==> src/rtl/gpp_pkg.sv <==
// Shared types and sizing for the GPP instruction-fetch path.
package gpp_pkg;
  localparam int unsigned ADDR_W    = 9;
  localparam int unsigned DATA_W    = 16;
  localparam int unsigned MEM_DEPTH = 400;

  typedef enum logic [2:0] {
    IDLE,
    LOAD,
    FETCH,
    CAPT,
    ISSUE,
    DONE
  } state_t;
endpackage

==> src/rtl/instr_fetch_ctrl.sv <==
// Instruction memory sequencer: one-time program load, then single-issue
// fetch towards decode with valid/ready handshake and branch redirection.
module instr_fetch_ctrl
  import gpp_pkg::*;
#(
  parameter int unsigned ADDR_W    = gpp_pkg::ADDR_W,
  parameter int unsigned DATA_W    = gpp_pkg::DATA_W,
  parameter int unsigned MEM_DEPTH = gpp_pkg::MEM_DEPTH
) (
  input  logic              clk,
  input  logic              rst,
  input  logic              start,
  input  logic              fin_file,
  input  logic [DATA_W-1:0] instr_in,
  output logic              read_file,
  output logic              read_memory,
  output logic [ADDR_W-1:0] pos,
  output logic [DATA_W-1:0] instr_out,
  output logic [ADDR_W-1:0] instr_pc,
  output logic              instr_valid,
  input  logic              instr_ready,
  input  logic              branch_valid,
  input  logic [ADDR_W-1:0] branch_target,
  input  logic              halt_req,
  output logic [ADDR_W-1:0] prog_len,
  output logic              done,
  output logic              err
);

  state_t state, state_nx;

  logic [ADDR_W-1:0] pc;
  logic [ADDR_W:0]   len_inc;
  logic [ADDR_W:0]   next_pc;
  logic              load_ovf;
  logic              br_bad;
  logic              handshake;

  // Extra bit on next_pc so that pc+1 wrapping past ADDR_W still ends the run.
  always_comb begin
    len_inc   = {1'b0, prog_len} + 1'b1;
    next_pc   = branch_valid ? {1'b0, branch_target} : ({1'b0, pc} + 1'b1);
    load_ovf  = read_file && (len_inc == (ADDR_W+1)'(MEM_DEPTH));
    br_bad    = branch_valid && (branch_target >= prog_len);
    handshake = (state == ISSUE) && !halt_req && instr_ready;
  end

  always_ff @(posedge clk or negedge rst) begin
    if (!rst) state <= IDLE;
    else      state <= state_nx;
  end

  always_comb begin
    state_nx = state;
    unique case (state)
      IDLE:  if (start) state_nx = LOAD;
      LOAD: begin
        if (fin_file)      state_nx = FETCH;
        else if (load_ovf) state_nx = DONE;
      end
      FETCH: state_nx = (halt_req || prog_len == '0) ? DONE : CAPT;
      CAPT:  state_nx = halt_req ? DONE : ISSUE;
      ISSUE: begin
        if (halt_req) state_nx = DONE;
        else if (instr_ready) begin
          if (br_bad || next_pc >= {1'b0, prog_len}) state_nx = DONE;
          else                                       state_nx = FETCH;
        end
      end
      DONE:  if (start) state_nx = FETCH;
      default: state_nx = IDLE;
    endcase
  end

  always_comb begin
    read_file   = (state == LOAD) && !fin_file;
    read_memory = (state == FETCH);
    pos         = pc;
  end

  always_ff @(posedge clk or negedge rst) begin
    if (!rst) begin
      pc          <= '0;
      prog_len    <= '0;
      instr_out   <= '0;
      instr_pc    <= '0;
      instr_valid <= 1'b0;
      done        <= 1'b0;
      err         <= 1'b0;
    end else begin
      if (state != DONE && state_nx == DONE) done <= 1'b1;
      unique case (state)
        IDLE: begin
          if (start) begin
            prog_len <= '0;
            err      <= 1'b0;
          end
        end
        LOAD: begin
          if (read_file) prog_len <= len_inc[ADDR_W-1:0];
          if (fin_file)  pc <= '0;
          else if (load_ovf) err <= 1'b1;
        end
        FETCH: if (!halt_req && prog_len == '0) err <= 1'b1;
        CAPT: begin
          if (!halt_req) begin
            instr_out   <= instr_in;
            instr_pc    <= pc;
            instr_valid <= 1'b1;
          end
        end
        ISSUE: begin
          if (halt_req) instr_valid <= 1'b0;
          else if (handshake) begin
            instr_valid <= 1'b0;
            if (br_bad)                 err <= 1'b1;
            else if (state_nx == FETCH) pc  <= next_pc[ADDR_W-1:0];
          end
        end
        DONE: begin
          if (start) begin
            pc   <= '0;
            done <= 1'b0;
            err  <= 1'b0;
          end
        end
        default: ;
      endcase
    end
  end

endmodule

==> config.mk <==
export PLATFORM = sky130hd
export DESIGN_NAME = instr_fetch_ctrl
export DESIGN_NICKNAME = d
export VERILOG_FILES = /design/src/rtl/gpp_pkg.sv /design/src/rtl/instr_fetch_ctrl.sv
export SDC_FILE = /design/constraint.sdc
export NUM_CORES = 1
export LEC_CHECK = 0
export ABC_AREA = 0
export CAP_MARGIN = 0
export CORE_MARGIN = 5
export CORE_UTILIZATION = 35
export CTS_BUF_LIST = sky130_fd_sc_hd__clkbuf_2 sky130_fd_sc_hd__clkbuf_4 sky130_fd_sc_hd__clkbuf_8
export CTS_CLUSTER_SIZE = 24
export DETAILED_ROUTE_END_ITERATION = 6
export PLACE_DENSITY = 0.63
export SLEW_MARGIN = 20
export SYNTH_ARGS = -nofsm -noshare
export SYNTH_HDL_FRONTEND = slang
export SYNTH_SLANG_ARGS = --single-unit
==> constraint.sdc <==
create_clock -name clk -period 3.7 [get_ports clk]
set_input_delay 0.555 -clock clk [delete_from_list [all_inputs] [get_ports clk]]
set_output_delay 0.555 -clock clk [all_outputs]
set_load 0.05 [all_outputs]
=== Word level (Yosys, flattened, before mapping) ===
Cells that the tools add are included.

* Register bits after elaboration: 49
* Input port bits: 32
* Logic and storage cells: 95

* $add $sub $neg: 2
* Order comparisons: 2
* Equal/unequal tests: 24
* Multiplexer cells: 35
* Bitwise operators: 1
* Reductions and logical operators: 23

{| class="wikitable"
|+ Operator list
! kind !! count
|-
| 9-bit 2-to-1 mux || 7
|-
| 9-bit one-hot mux with 3 select lines || 1
|-
| 3-bit 2-to-1 mux || 8
|-
| 2-bit inequality test, second input constant || 11
|-
| 9-bit by 1-bit adder with 10-bit output, second input constant || 2
|-
| 3-bit one-hot mux with 6 select lines || 1
|-
| 9-bit one-hot mux with 2 select lines || 1
|-
| 1-bit 2-to-1 mux || 14
|-
| 10-bit by 9-bit == test with 1-bit output, second input constant || 1
|-
| 10-bit by 9-bit greater-or-equal comparator with 1-bit output || 1
|-
| 10-bit 2-to-1 mux || 1
|-
| 3-bit by 2-bit == test with 1-bit output, second input constant || 3
|-
| 3-bit == test, second input constant || 3
|-
| 9-bit greater-or-equal comparator || 1
|-
| 9-bit logical NOT || 1
|-
| 8-bit AND reduction || 1
|-
| 1-bit logical AND || 7
|-
| 7-bit AND reduction || 1
|-
| 2-bit by 1-bit inequality test with 1-bit output, second input constant || 3
|-
| 3-bit inequality test, second input constant || 2
|-
| 3-bit AND reduction || 2
|-
| 1-bit one-hot mux with 4 select lines || 1
|-
| 2-bit nonzero test || 2
|-
| 4-bit nonzero test || 1
|-
| other kinds (9) || 11
|}

=== Depth between registers and ports, before layout ===
* Depth in word-level cells: 14
* Mapped depth: 13

=== Worst setup path after synthesis ===
Ideal clock, no wire load.

* Kind: reg2reg
* Start point: register pc[0], in the netlist pos[0]
* End point: register pc[0], in the netlist pos[0]
* Setup time: 0.125 ns
* Data arrival time: 3.063 ns
* Data required time: 3.575 ns
* Setup slack: 0.512 ns
* Cell stages (with the launch flop): 14
* Path through: dfrtp_1 ha_1 nand3_1 or3_1 xnor2_1 o21ai_0 ha_1 a21o_1 a21oi_1 o41ai_2 a41oi_2 a311o_4 nand2_8 mux2_4

* Longest elaborated chain between the ends: 11
* Elaborated cells on any way between the ends: 16
* Those cells by class: 1 x add/sub; 1 x order compare; 2 x eq/ne; 10 x mux; 2 x reduce/logical

{| class="wikitable"
|+ Ends and longest elaborated chain
! item !! RTL line !! source
|-
| from (decl) || instr_fetch_ctrl.sv:32 || <nowiki>logic [ADDR_W-1:0] pc;</nowiki>
|-
| from (signal assigned) || instr_fetch_ctrl.sv:117 || <nowiki>else if (state_nx == FETCH) pc <= next_pc[ADDR_W-1:0];</nowiki>
|-
| 9-bit by 1-bit adder with 10-bit output (*) || instr_fetch_ctrl.sv:42 || <nowiki>next_pc = branch_valid ? {1'b0, branch_target} : ({1'b0, pc} + 1'b1);</nowiki>
|-
| 10-bit 2-to-1 mux (*) || instr_fetch_ctrl.sv:42 ||
|-
| 10-bit by 9-bit greater-or-equal comparator with 1-bit output || instr_fetch_ctrl.sv:66 || <nowiki>if (br_bad || next_pc >= {1'b0, prog_len}) state_nx = DONE;</nowiki>
|-
| 1-bit logical OR || instr_fetch_ctrl.sv:66 ||
|-
| 3-bit 2-to-1 mux || instr_fetch_ctrl.sv:66 ||
|-
| 3-bit 2-to-1 mux || instr_fetch_ctrl.sv:65 || <nowiki>else if (instr_ready) begin</nowiki>
|-
| 3-bit 2-to-1 mux || instr_fetch_ctrl.sv:64 || <nowiki>if (halt_req) state_nx = DONE;</nowiki>
|-
| 3-bit one-hot mux with 6 select lines || instr_fetch_ctrl.sv:55 || <nowiki>unique case (state)</nowiki>
|-
| 3-bit by 2-bit == test with 1-bit output || instr_fetch_ctrl.sv:117 ||
|-
| 2-bit by 1-bit inequality test with 1-bit output (no line) || -- ||
|-
| 7-bit AND reduction (no line) || -- ||
|}

Every way passes the cells marked *; elsewhere a longest branch is shown, timed or not. The select of a mux whose other input is x is not followed.
A chain may end at the register's enable or synchronous reset.

=== Worst setup path in the final report ===
* Start point: input branch_valid
* End point: register pc[0], in the netlist pos[0]

* Longest elaborated chain between the ends: 10
* Elaborated cells on any way between the ends: 17
* Those cells by class: 1 x order compare; 3 x eq/ne; 10 x mux; 3 x reduce/logical

{| class="wikitable"
|+ Ends and longest elaborated chain
! item !! RTL line !! source
|-
| from (decl) || instr_fetch_ctrl.sv:22 || <nowiki>input logic branch_valid,</nowiki>
|-
| 10-bit 2-to-1 mux || instr_fetch_ctrl.sv:42 ||
|-
| 10-bit by 9-bit greater-or-equal comparator with 1-bit output || instr_fetch_ctrl.sv:66 ||
|-
| 1-bit logical OR || instr_fetch_ctrl.sv:66 ||
|-
| 3-bit 2-to-1 mux || instr_fetch_ctrl.sv:66 ||
|-
| 3-bit 2-to-1 mux || instr_fetch_ctrl.sv:65 ||
|-
| 3-bit 2-to-1 mux || instr_fetch_ctrl.sv:64 ||
|-
| 3-bit one-hot mux with 6 select lines || instr_fetch_ctrl.sv:55 ||
|-
| 3-bit by 2-bit == test with 1-bit output || instr_fetch_ctrl.sv:117 ||
|-
| 2-bit by 1-bit inequality test with 1-bit output (no line) || -- ||
|-
| 7-bit AND reduction (no line) || -- ||
|}

Parallel ways exist; a longest one is shown, timed or not. The select of a mux whose other input is x is not followed.

==> results.yml <==
outcome:
  status: "finished, final reports clean"
timing:
  tightest_slew_ps: 734.7
  fin_crit_ps: 3225
  rsz0062_at_grt: "false"
  maxSlewHeadroom_pct: 50.84
  setup_tns_ps: 0
  setup_ws_ps: 474.7
  setup_viol: 0
  whs_ps: 280.5
  finClkSkew_ps: 4.253
  fmax_mhz: 310.1
  period_share_pct: 87.17
  finalHoldViolations: 0
  slew_violations: 0
cts:
  cts-root-buf: "clkbuf_8"
  numCtsBuffers: 5
  postCtsSetupRepairBufs: 0
  hold_buffers: 0
  path_clk_slew_ps: 90
  cts.htree.levels: 2
  clk_path_buf_depth: 2
  clk_latency_ps: 310
  cts-resized-gates: 0
  cts_tree: "built"
  cts_sinks: 49
yosys:
  yosysTopAreaCellShare_pct: 40.45
  synth_edf_count: 0
  netlist_instances: 302
  syn_nets: 356
  yosysWarnings: 0
  synth_area_per_cell_um2: 10.04
  yosysMostFrequentCell: "dfrtp_1"
  yosys.area.top_type: "dfrtp_1"
  ys_top_cells_by_area: "dfrtp_1, mux2_2, ha_1, o21ai_0, nand2_1"
  synth_commonest_cells: "dfrtp_1, nand2_1, mux2_2"
  synthesis.area_um2: 3032
  ys_ff_latch: 49
  ys.flop_type: "dfrtp_1"
  yosysUniqueCellTypes: 50
  synthArstFlopShare_pct: 100.0
  ys_seq_area_share_pct: 40.45
routing:
  route.detailed.drc: 0
  post_drt_wl_per_cell_um: 15.77
  route.vias.total: 2567
  firstDrtPassIters: 4
  ant_nets: 0
  wirelength_mm: 7.743
  viasPerCell: 5.228
  drtIter0Drc: 67
worst_setup_path:
  reg2reg_slack_ps: 520
  path_cells: "clkdlybuf4s50_1 > inv_1 > mux2_2 > ha_1 > nand2b_1 > a21oi_1 > o21ai_0 > a41oi_2 > a311o_4 > nand2_8 > mux2_4"
  crit_slowest_cell: "clkdlybuf4s50_1"
  critical_path_buf_inv_count: 2
  cp_top_family: "buffers and inverters"
  critPathMaxStageDelay_ps: 780
  start_kind: "primary input"
  path_max_fanout: 16
  worstPathRequired_ps: 3900
  worstPathArrival_ps: 3430
  cp-end-kind: "register"
  crit_type: "in2reg"
pwr:
  power_mw: 3.120
  ir_drop_mv: 0.4206
  p_leak_nw: 1.709
  p_per_area_nw_per_um2: 769.1
floorplan:
  row_count: 34
  dieArea_um2: 10620
  die_w_um: 103.1
  die-height_um: 103.1
  ios: 80
  core_um2: 8593
  initial_utilization_pct: 35.28
global_route:
  grt.overflow.total: 0
  grt_usage_pct: 15.48
  first_global_vias: 2677
  grt_max_degree: 31
  grt_pass1_wl_mm: 12.92
  grt_antenna_before_repair: 0
placement:
  gp_congestion: 0.8671
  dp_hpwl_mm: 5.989
  dp_slack_ps: 167.0
  dp.cells: 483
  portBuffers: 79
layout:
  antenna-diode-count: 0
  stdcell_count: 491
  fill_cells: 827
  area_growth_pct: 33.80
  nets: 436
  drive_above_1_share_pct: 13.58
run:
  cap_violations: 0
min_path:
  hold_path_class: "in2async"
-- where the power goes --
group	total (mW)	leakage (nW)	internal, mW	switching, mW
clock network	0.404	0.0588	0.211	0.193
registers	0.908	0.638	0.723	0.186
logic	1.81	1.01	0.685	1.12
total	3.12	1.71	1.62	1.50
-- cell usage in the layout, fill, tap and decap left out, types with 6 or more instances in the layout --
cell type,count
a21o_1,6
xnor2_1,10
a21oi_1,14
dfrtp_1,49
nand3_1,9
nor2_1,14
mux2i_1,9
mux2_2,27
nor3_1,6
ha_1,22
nand2_1,29
clkdlybuf4s50_1,78
inv_1,20
o21ai_0,25
-- logic make-up (layout without fill, tap and decap cells) --
kind of cell,Yosys count,after routing,synth area share (%)
AND/OR/NAND/NOR,85,85,14.45
AO/OA/AOI/OAI,69,69,15.60
flip-flops,49,49,40.45
multiplexers,37,37,13.50
buffers and inverters,30,111,4.044
adder cells (fa/ha/maj),22,22,9.080
XOR/XNOR,10,10,2.889
-- final cells by class --
type / instances / area (um^2) / share of cell area, %
inverter: 20 / 75.07 / 1.851
sequential: 49 / 1226 / 30.23
timing repair buffer: 83 / 815.8 / 20.11
multi-input combinational: 223 / 1689 / 41.64
clock buffer: 6 / 76.32 / 1.882
clock inverter: 2 / 38.79 / 0.9562
tap: 108 / 135.1 / 3.331
-- worst paths after layout --
kind,cells after the start,to,startpoint
worst max-delay path,11,pos[0]$_DFFE_PN0P_,branch_valid
worst min-delay path,1,prog_len[4]$_DFFE_PN0P_,rst
worst max register to register,13,pos[0]$_DFFE_PN0P_,pos[0]$_DFFE_PN0P_
worst min register to register,1,instr_out[13]$_DFFE_PN0P_,instr_out[13]$_DFFE_PN0P_
max in group asynchronous,2,state[1]$_DFF_PN0_,rst
min in group clk,1,instr_out[13]$_DFFE_PN0P_,instr_out[13]$_DFFE_PN0P_
-- registers in the layout, indices dropped and copies added (netlist names) --
register,count
state,3
err,1
instr_out,16
prog_len,9
done,1
pos,9
instr_pc,9
instr_valid,1
-- routing by layer --
metal	global-route usage (%)	vias up	share of wire [%]
li1	-	1255	-
met2	25.65	66	46
met5	0	-	0
met4	4.980	0	1.7
met3	4.736	9	7.3
met1	19.25	1237	45
-- stage by stage --
step,cell area [um^2],util [%]
final,4056,47.20
after global routing,4056,47.20
after global placement,3941,45.86
after floorplan,3032,-
after CTS,4056,47.20
after detailed placement,3941,45.86
No activity file was read; power rests on OpenSTA's default activity.
